==> src/rtl/fetch_pkg.sv <==
// Shared types and constants for the instruction-fetch stage.
package fetch_pkg;

  typedef enum logic [1:0] {
    ISSUE = 2'd0,
    WAIT  = 2'd1,
    DROP  = 2'd2
  } fetch_state_t;

  localparam logic [31:0] NOP_INSTR        = 32'h0000_0013;
  localparam logic [31:0] DEFAULT_RESET_PC = 32'h8000_0000;

endpackage

==> src/rtl/fetch_unit_if.sv <==
// Instruction-memory request/response bus; master is the fetch stage, slave the memory.
interface fetch_unit_if;
  logic        req;
  logic [31:0] addr;
  logic        ack;
  logic [31:0] rdata;

  modport master (output req, addr, input  ack, rdata);
  modport slave  (input  req, addr, output ack, rdata);
endinterface

==> src/rtl/fetch_unit.sv <==
// Instruction-fetch stage: PC, single-outstanding imem fetch, one-entry IF/ID buffer.
// Optional FETCH_MISALIGN_CHECK_EN: misaligned redirect targets become a fault entry.
module fetch_unit
  import fetch_pkg::*;
#(
  parameter logic [31:0] RESET_PC = DEFAULT_RESET_PC
) (
  input  logic               clk,
  input  logic               rst_n,
  input  logic               br_taken,
  input  logic [31:0]        br_offset,
  input  logic [31:0]        br_pc,
  input  logic               id_ready,
  fetch_unit_if.master       imem,
  output logic               if_valid,
  output logic [31:0]        if_pc,
  output logic [31:0]        if_instr,
  output logic               if_misalign
);

  fetch_state_t state, state_nx;
  logic [31:0]  pc, pc_nx;
  logic         valid_nx, mis_nx, halt, halt_nx, req_c;
  logic [31:0]  bpc_nx, instr_nx;
  logic         redirect, tgt_fault;
  logic [31:0]  sum, target;

  assign redirect = br_taken & id_ready;
  assign sum      = br_pc + br_offset;

`ifdef FETCH_MISALIGN_CHECK_EN
  assign target    = sum & ~32'h1;
  assign tgt_fault = target[1];
`else
  assign target    = sum & ~32'h3;
  assign tgt_fault = 1'b0;
`endif

  // Request is held low while in reset so the bus idles regardless of FSM state.
  assign imem.req  = req_c & rst_n;
  assign imem.addr = pc;

  always_comb begin
    state_nx = state;
    pc_nx    = pc;
    valid_nx = if_valid;
    bpc_nx   = if_pc;
    instr_nx = if_instr;
    mis_nx   = if_misalign;
    halt_nx  = halt;
    req_c    = 1'b0;

    if (id_ready) begin
      valid_nx = 1'b0;
      mis_nx   = 1'b0;
    end

    unique case (state)
      ISSUE: begin
        if (!halt && (!if_valid || id_ready) && !redirect) begin
          req_c    = 1'b1;
          state_nx = WAIT;
        end
      end
      WAIT: begin
        req_c = 1'b1;
        if (imem.ack) begin
          valid_nx = 1'b1;
          bpc_nx   = pc;
          instr_nx = imem.rdata;
          mis_nx   = 1'b0;
          pc_nx    = pc + 32'd4;
          state_nx = ISSUE;
        end
      end
      DROP: begin
        if (imem.ack) state_nx = ISSUE;
      end
      default: state_nx = ISSUE;
    endcase

    // Redirect overrides any capture/increment decided above.
    if (redirect) begin
      pc_nx    = target;
      valid_nx = 1'b0;
      mis_nx   = 1'b0;
      halt_nx  = tgt_fault;
      if (state == WAIT && !imem.ack) state_nx = DROP;
      if (tgt_fault) begin
        valid_nx = 1'b1;
        bpc_nx   = target;
        instr_nx = NOP_INSTR;
        mis_nx   = 1'b1;
      end
    end
  end

  always_ff @(posedge clk or negedge rst_n) begin
    if (!rst_n) begin
      state       <= ISSUE;
      pc          <= RESET_PC;
      if_valid    <= 1'b0;
      if_pc       <= '0;
      if_instr    <= NOP_INSTR;
      if_misalign <= 1'b0;
      halt        <= 1'b0;
    end else begin
      state       <= state_nx;
      pc          <= pc_nx;
      if_valid    <= valid_nx;
      if_pc       <= bpc_nx;
      if_instr    <= instr_nx;
      if_misalign <= mis_nx;
      halt        <= halt_nx;
    end
  end

endmodule

==> src/flat_wrapper.sv <==
// flat-port wrapper written by rule: the top's interface ports become plain ports
module fetch_unit_flat import fetch_pkg::*;
#(
  parameter logic [31:0] RESET_PC = DEFAULT_RESET_PC
)
  (clk, rst_n, br_taken, br_offset, br_pc, id_ready, if_valid, if_pc, if_instr, if_misalign, imem_req, imem_addr, imem_ack, imem_rdata);
  fetch_unit_if imem_i ();
  input  logic clk;
  input  logic rst_n;
  input  logic br_taken;
  input  logic [31:0] br_offset;
  input  logic [31:0] br_pc;
  input  logic id_ready;
  output logic if_valid;
  output logic [31:0] if_pc;
  output logic [31:0] if_instr;
  output logic if_misalign;
  output wire logic [$bits(imem_i.req)-1:0] imem_req;
  output wire logic [$bits(imem_i.addr)-1:0] imem_addr;
  input wire logic [$bits(imem_i.ack)-1:0] imem_ack;
  input wire logic [$bits(imem_i.rdata)-1:0] imem_rdata;
  assign imem_req = imem_i.req;
  assign imem_addr = imem_i.addr;
  assign imem_i.ack = imem_ack;
  assign imem_i.rdata = imem_rdata;
  fetch_unit #(.RESET_PC(RESET_PC)) u_core (.clk(clk), .rst_n(rst_n), .br_taken(br_taken), .br_offset(br_offset), .br_pc(br_pc), .id_ready(id_ready), .imem(imem_i), .if_valid(if_valid), .if_pc(if_pc), .if_instr(if_instr), .if_misalign(if_misalign));
endmodule
==> config.mk <==
export PLATFORM = sky130hd
export DESIGN_NAME = fetch_unit_flat
export DESIGN_NICKNAME = d
export VERILOG_FILES = /design/src/rtl/fetch_pkg.sv /design/src/rtl/fetch_unit_if.sv /design/src/rtl/fetch_unit.sv /design/src/flat_wrapper.sv
export SDC_FILE = /design/constraint.sdc
export NUM_CORES = 1
export LEC_CHECK = 0
export BUFFER_PORTS_ARGS = -buffer_cell sky130_fd_sc_hd__buf_2
export CAP_MARGIN = 5
export CORE_ASPECT_RATIO = 1.2
export CORE_MARGIN = 2
export CORE_UTILIZATION = 55
export CTS_CLUSTER_SIZE = 12
export DETAILED_ROUTE_END_ITERATION = 10
export PLACE_DENSITY = 0.89
export SLEW_MARGIN = 20
export SYNTH_ARGS = -nofsm -noshare
export SYNTH_HDL_FRONTEND = slang
export SYNTH_SLANG_ARGS = --single-unit
==> constraint.sdc <==
create_clock -name clk -period 5.9 [get_ports clk]
set_clock_uncertainty 0.15 [all_clocks]
set_input_delay 0.295 -clock clk [delete_from_list [all_inputs] [get_ports clk]]
set_output_delay 0.295 -clock clk [all_outputs]
set_load 0.02 [all_outputs]
* Yosys cells after proc, flatten, opt, wreduce, memory -nomap -nowiden
Cells that the tools add are included.
** Storage, ports and cells
- Flip-flop bits (word level) :: 100
- Logic and storage cells :: 42
** Operators by class
- Add/sub/neg operators :: 2
- Equality and inequality tests :: 2
- Mux-type cells :: 18
- Bitwise gates (word level) :: 2
- Reduce and logical (&&, ||, !) cells :: 12
** Operator list (number)
- $mux 32 :: 3
- $add 32x3->32 const B :: 1
- $add 32x32->32 :: 1
- $mux 1 :: 9
- $mux 2 :: 4
- $pmux 2 s2 :: 1
- $reduce_and 2->1 :: 2
- $reduce_bool 2->1 :: 2
- $logic_not 1->1 :: 3
- $and 1x1->1 :: 2
- $eq 2x1->1 const B :: 1
- $eq 2x2->1 const B :: 1
- $logic_and 1x1->1 :: 2
- $logic_not 2->1 :: 1
- $pmux 1 s2 :: 1
- $reduce_or 2->1 :: 1
- $logic_or 1x1->1 :: 1

* Longest topological paths before layout
- Depth after elaboration :: 7
- Mapped depth :: 10
- Gate-level depth less buffers :: 10

* Worst setup path after synthesis
OpenSTA, ideal clock, no wires.
- Path type :: input to register
- Start :: input port br_offset[4]
- End :: register u_core.pc[16], in the netlist u_core.imem.addr[16]
- Arrival :: 2.167 ns
- Setup slack :: 3.456 ns
- Cell stages on the path :: 9
- Buffers on the path :: 0
- Cell sequence :: ha_1 > a21o_1 > a221o_1 > o21a_1 > or2_4 > a31o_4 > a21oi_2 > xor2_1 > o21ai_1
** On the way
- Word-level cells in the longest chain between the ends :: 2
** Ends and longest elaborated chain
- start, declared :: RTL line flat_wrapper.sv:11 : input logic [31:0] br_offset;
- $add 32x32->32 :: RTL line fetch_unit.sv:29 : assign sum = br_pc + br_offset;
- $mux 32 :: RTL line fetch_unit.sv:83 : if (redirect) begin
- end signal, assigned :: RTL line fetch_unit.sv:109 : pc <= pc_nx;
- end, declared :: RTL line fetch_unit.sv:22 : logic [31:0] pc, pc_nx;
No other way between the ends.
A chain may end at the register's enable or synchronous reset.

* Worst setup path after layout
- Start :: register u_core.state[1]
- End :: register u_core.pc[31], in the netlist u_core.imem.addr[31]
** On the way
- Word-level cells in the longest chain between the ends :: 3
** Ends and longest elaborated chain
- start, declared :: RTL line fetch_unit.sv:21 : fetch_state_t state, state_nx;
- start signal, assigned :: RTL line fetch_unit.sv:108 : state <= state_nx;
- $eq 2x1->1 :: RTL line fetch_unit.sv:58 : unique case (state)
- $reduce_bool 2->1 (no line)
- $reduce_and 2->1 (no line)
No other way between the ends.

==> impl_results.md <==
* Status: complete, no violations
* Crit path max fanout at 4
* Clk_lat worst skew at 340 ps
* CTS H-tree lvls at 3
* Initial DRC count at 368
* Leakage Power at 0.003813 uW
* Data required time at the worst endpoint at 6020 ps
* Flop pwr share at 37.9%
* Register area share after synthesis at 42.08%
* Hold path cells at 3
* WL/cell at 14.48 microns
* Post-route DRC at 0
* Total negative slack at 0 ps
* Antenna-violating nets left at 0
* Sw power at 1264 uW
* Cts hold-fix bufs at 18
* Final setup vio count at 0
* Cell Pwr Density at 407.5 nW/um^2
* Die width at 97.10 microns
* Worst setup margin at 3153 ps
* Max-cap viol count at 0
* Mean Syn Cell Area at 8.351 sq um
* Clock Pin Slew Worst Setup and Hold Paths at 70 ps
* Cell variety after synth at 57
* Logic pwr share at 43.3%
* RD Place Congestion at 0.9036
* R2R depth at 10
* Worst EP arrival at 2870 ps
* Critical path type: reg -> reg
* IO Pins at 200
* Rel. slew slack at 39.96%
* Core area at 10,060 sq um
* Clock buffer count from CTS at 9
* Max IR drop VDD at 0.1616 mV
* Crit path time final at 2747 ps
* Flip-flop and latch count after synthesis at 96
* DR pass1 iterations at 5
* Class of the worst hold path: in -> reg
* Register area at 2407 sq um
* Ys flop type: dfrtp_1
* Final Cycle Share at 46.56%
* Die area at 11,240 sq um
* Mapped Cells at 685
* RSZ-0062 raised after global routing: no
* Routed WL at 14,700 microns
* Fin. max-slew vios at 0
* Fillers at 768
* Area contributors post-synth: dfrtp_1 (40%), nand2_1 (15%), ha_1 (7.4%)
* Post-CTS Setup Bufs at 0
* Synthesized area at 5720 sq um
* Multi-input logic area at 3153 sq um
* EDFF count, synth at 0
* Die Y at 115.7 microns
* Final Hold Fails at 0
* Initial core utilization at 56.87%
* Synthesis Warnings at 0
* TritonCTS clock tree: done
* Clock root cell: clkbuf_16
* Sw Share at 43.02%
* Leading area contributor after synthesis: dfrtp_1
* Layout Nets at 1,019
* Total track usage at 25.75%
* I/O Buffers at 195
* Dpl cell area at 6745 sq um
* Layout cells sized above 1 at 25.65%
* CTS Buffer Depth at 2
* Fmax at 364.1 MHz
* Clock share of power at 18.8%
* CTS resizes at 0
* Std-Cell Rows at 40
* Vias at 5,520
* Post-synth ARST share at 100.0%
* Detailed placement HPWL at 10,790 microns
* Largest net degree at the start of global routing at 69
* Vias in the first global route at 5,027
* Initial antenna violation count at 0
* Slew @ Worst Pin at 897.4 ps
* P&R area growth vs syn at 26.05%
* P_int at 1674 uW
* Number of diodes at 0
* Num Clock Sinks at 96
* CP startpoint kind: flop
* CP endpoint kind: flop
* Cell area after layout at 7211 sq um
* Setup Slack @ Placement at 3136 ps
* Global route overflow at 0
* Top cell type's share of synthesized area at 40.24%
* First-pass GRT wire length at 23,610 microns
* Vias per cell at 5.438
cell usage after synthesis (2+ instances only):
cell type,count
a211oi_1,2
a21boi_0,2
a21o_1,16
a21o_2,2
a21oi_1,30
a21oi_2,2
a221o_1,3
a31oi_1,5
and2_1,5
and3_1,6
and4_1,4
buf_4,4
clkbuf_1,22
dfrtp_1,92
dfstp_2,4
ha_1,34
inv_1,9
mux2i_1,2
nand2_1,235
nand2b_1,2
nand3_1,18
nand4_1,18
nor2_1,26
nor2b_1,5
nor3_1,6
nor3b_1,2
o211ai_1,2
o21a_1,7
o21ai_0,36
o21ai_1,2
o21bai_1,3
o31ai_1,3
or3_1,3
xnor2_1,34
xor2_1,17
state kept, by name (all words and copies together), names as in the netlist:
register	cells
u_core.if_misalign	1
u_core.if_pc	30
u_core.if_valid	1
u_core.if_instr	32
u_core.state	2
u_core.imem.addr	30
power groups by stage:
| stage | sequential (uW) | clock, uW | combinational, uW |
|---|---|---|---|
| finish | 1110 | 552 | 1270 |
| global route | 1150 | 585 | 1400 |
| CTS | 1110 | 559 | 1280 |
| detailed placement | 1120 | 0 | 1260 |
| global placement | 1100 | 0 | 1230 |
| floorplan | 1400 | 0 | 523 |
placed cells by master, fill, tap and decap left out, types with 2 or more instances in the layout:
| master | instances |
|---|---|
| nand2_1 | 234 |
| buf_2 | 194 |
| dfrtp_1 | 92 |
| o21ai_0 | 36 |
| xnor2_1 | 34 |
| ha_1 | 34 |
| a21oi_1 | 30 |
| nor2_1 | 26 |
| nand4_1 | 18 |
| nand3_1 | 18 |
| dlygate4sd3_1 | 18 |
| xor2_1 | 17 |
| a21o_1 | 16 |
| inv_1 | 9 |
| clkbuf_16 | 9 |
| o21a_1 | 7 |
| and3_1 | 6 |
| nor3_1 | 6 |
| a31oi_1 | 5 |
| nor2b_1 | 5 |
| and2_1 | 5 |
| and4_1 | 4 |
| conb_1 | 4 |
| dfstp_2 | 4 |
| o21bai_1 | 3 |
| a221o_1 | 3 |
| or3_1 | 3 |
| o31ai_1 | 3 |
| buf_4 | 3 |
| nand2b_1 | 2 |
| nor3b_1 | 2 |
| a21o_2 | 2 |
| a21boi_0 | 2 |
| o211ai_1 | 2 |
| a211oi_1 | 2 |
| a21oi_2 | 2 |
| o21ai_1 | 2 |
| mux2i_1 | 2 |
| clkbuf_8 | 2 |
| clkinvlp_4 | 2 |
per-layer routing:
layer	vias up	GRT usage, %	wire length [microns]
met4	0	10.99	344
li1	2707	-	-
met5	-	0	0
met3	29	3.679	779
met2	216	44.21	7324
met1	2568	33.03	6248
stage by stage:
| stage | instances | hold slack [ps] | util, % | total power (uW) |
|---|---|---|---|---|
| after floorplan | 688 | -150.6 | - | 1922 |
| after global placement | 981 | 79.22 | 67.00 | 2333 |
| after detailed placement | 981 | 87.88 | 67.05 | 2377 |
| after CTS | 1015 | 0.2328 | 71.68 | 2943 |
| after global routing | 1015 | 14.88 | 71.68 | 3130 |
| final | 1015 | 5.115 | 71.68 | 2938 |
worst max-delay path, stage by stage, from the launching register on:
cell and delay, ps:
dfrtp_1 410, inv_1 90, ha_1 240, and2_2 230
and3_1 210, nand4_1 210, or3_1 450, or3_1 350
nand3_1 100, o31ai_1 110, a21oi_1 130
cells by family after synthesis:
logic type	after synthesis	synth area share, %
mux	2	0.3500
fa+ha+maj	34	7.437
compound gates	122	13.43
xor+xnor	51	7.808
simple gates	340	25.70
other cells	1	0.06555
buf+inv	39	3.128
flops	96	42.08
final cells by class:
class / count / area share (%)
timing repair buffer: 215 / 16.28
tap: 126 / 2.186
clock buffer: 12 / 3.557
clock inverter: 4 / 0.3991
sequential: 96 / 33.39
inverter: 9 / 0.4685
multi-input combinational: 553 / 43.73
worst paths after layout:
check / slack [ps] / startpoint / to
hold / removal: 5 / imem_rdata[8] / u_core.if_instr[8]
max in group asynchronous: 4140 / rst_n / u_core.imem.addr[13]
setup reg to reg: 3150 / u_core.state[1] / u_core.imem.addr[31]
hold reg to reg: 310 / u_core.if_instr[1] / u_core.if_instr[1]
min in group asynchronous: 280 / rst_n / u_core.if_instr[13]
setup / recovery: 3150 / u_core.state[1] / u_core.imem.addr[31]
(Power assumes the default switching activity.)
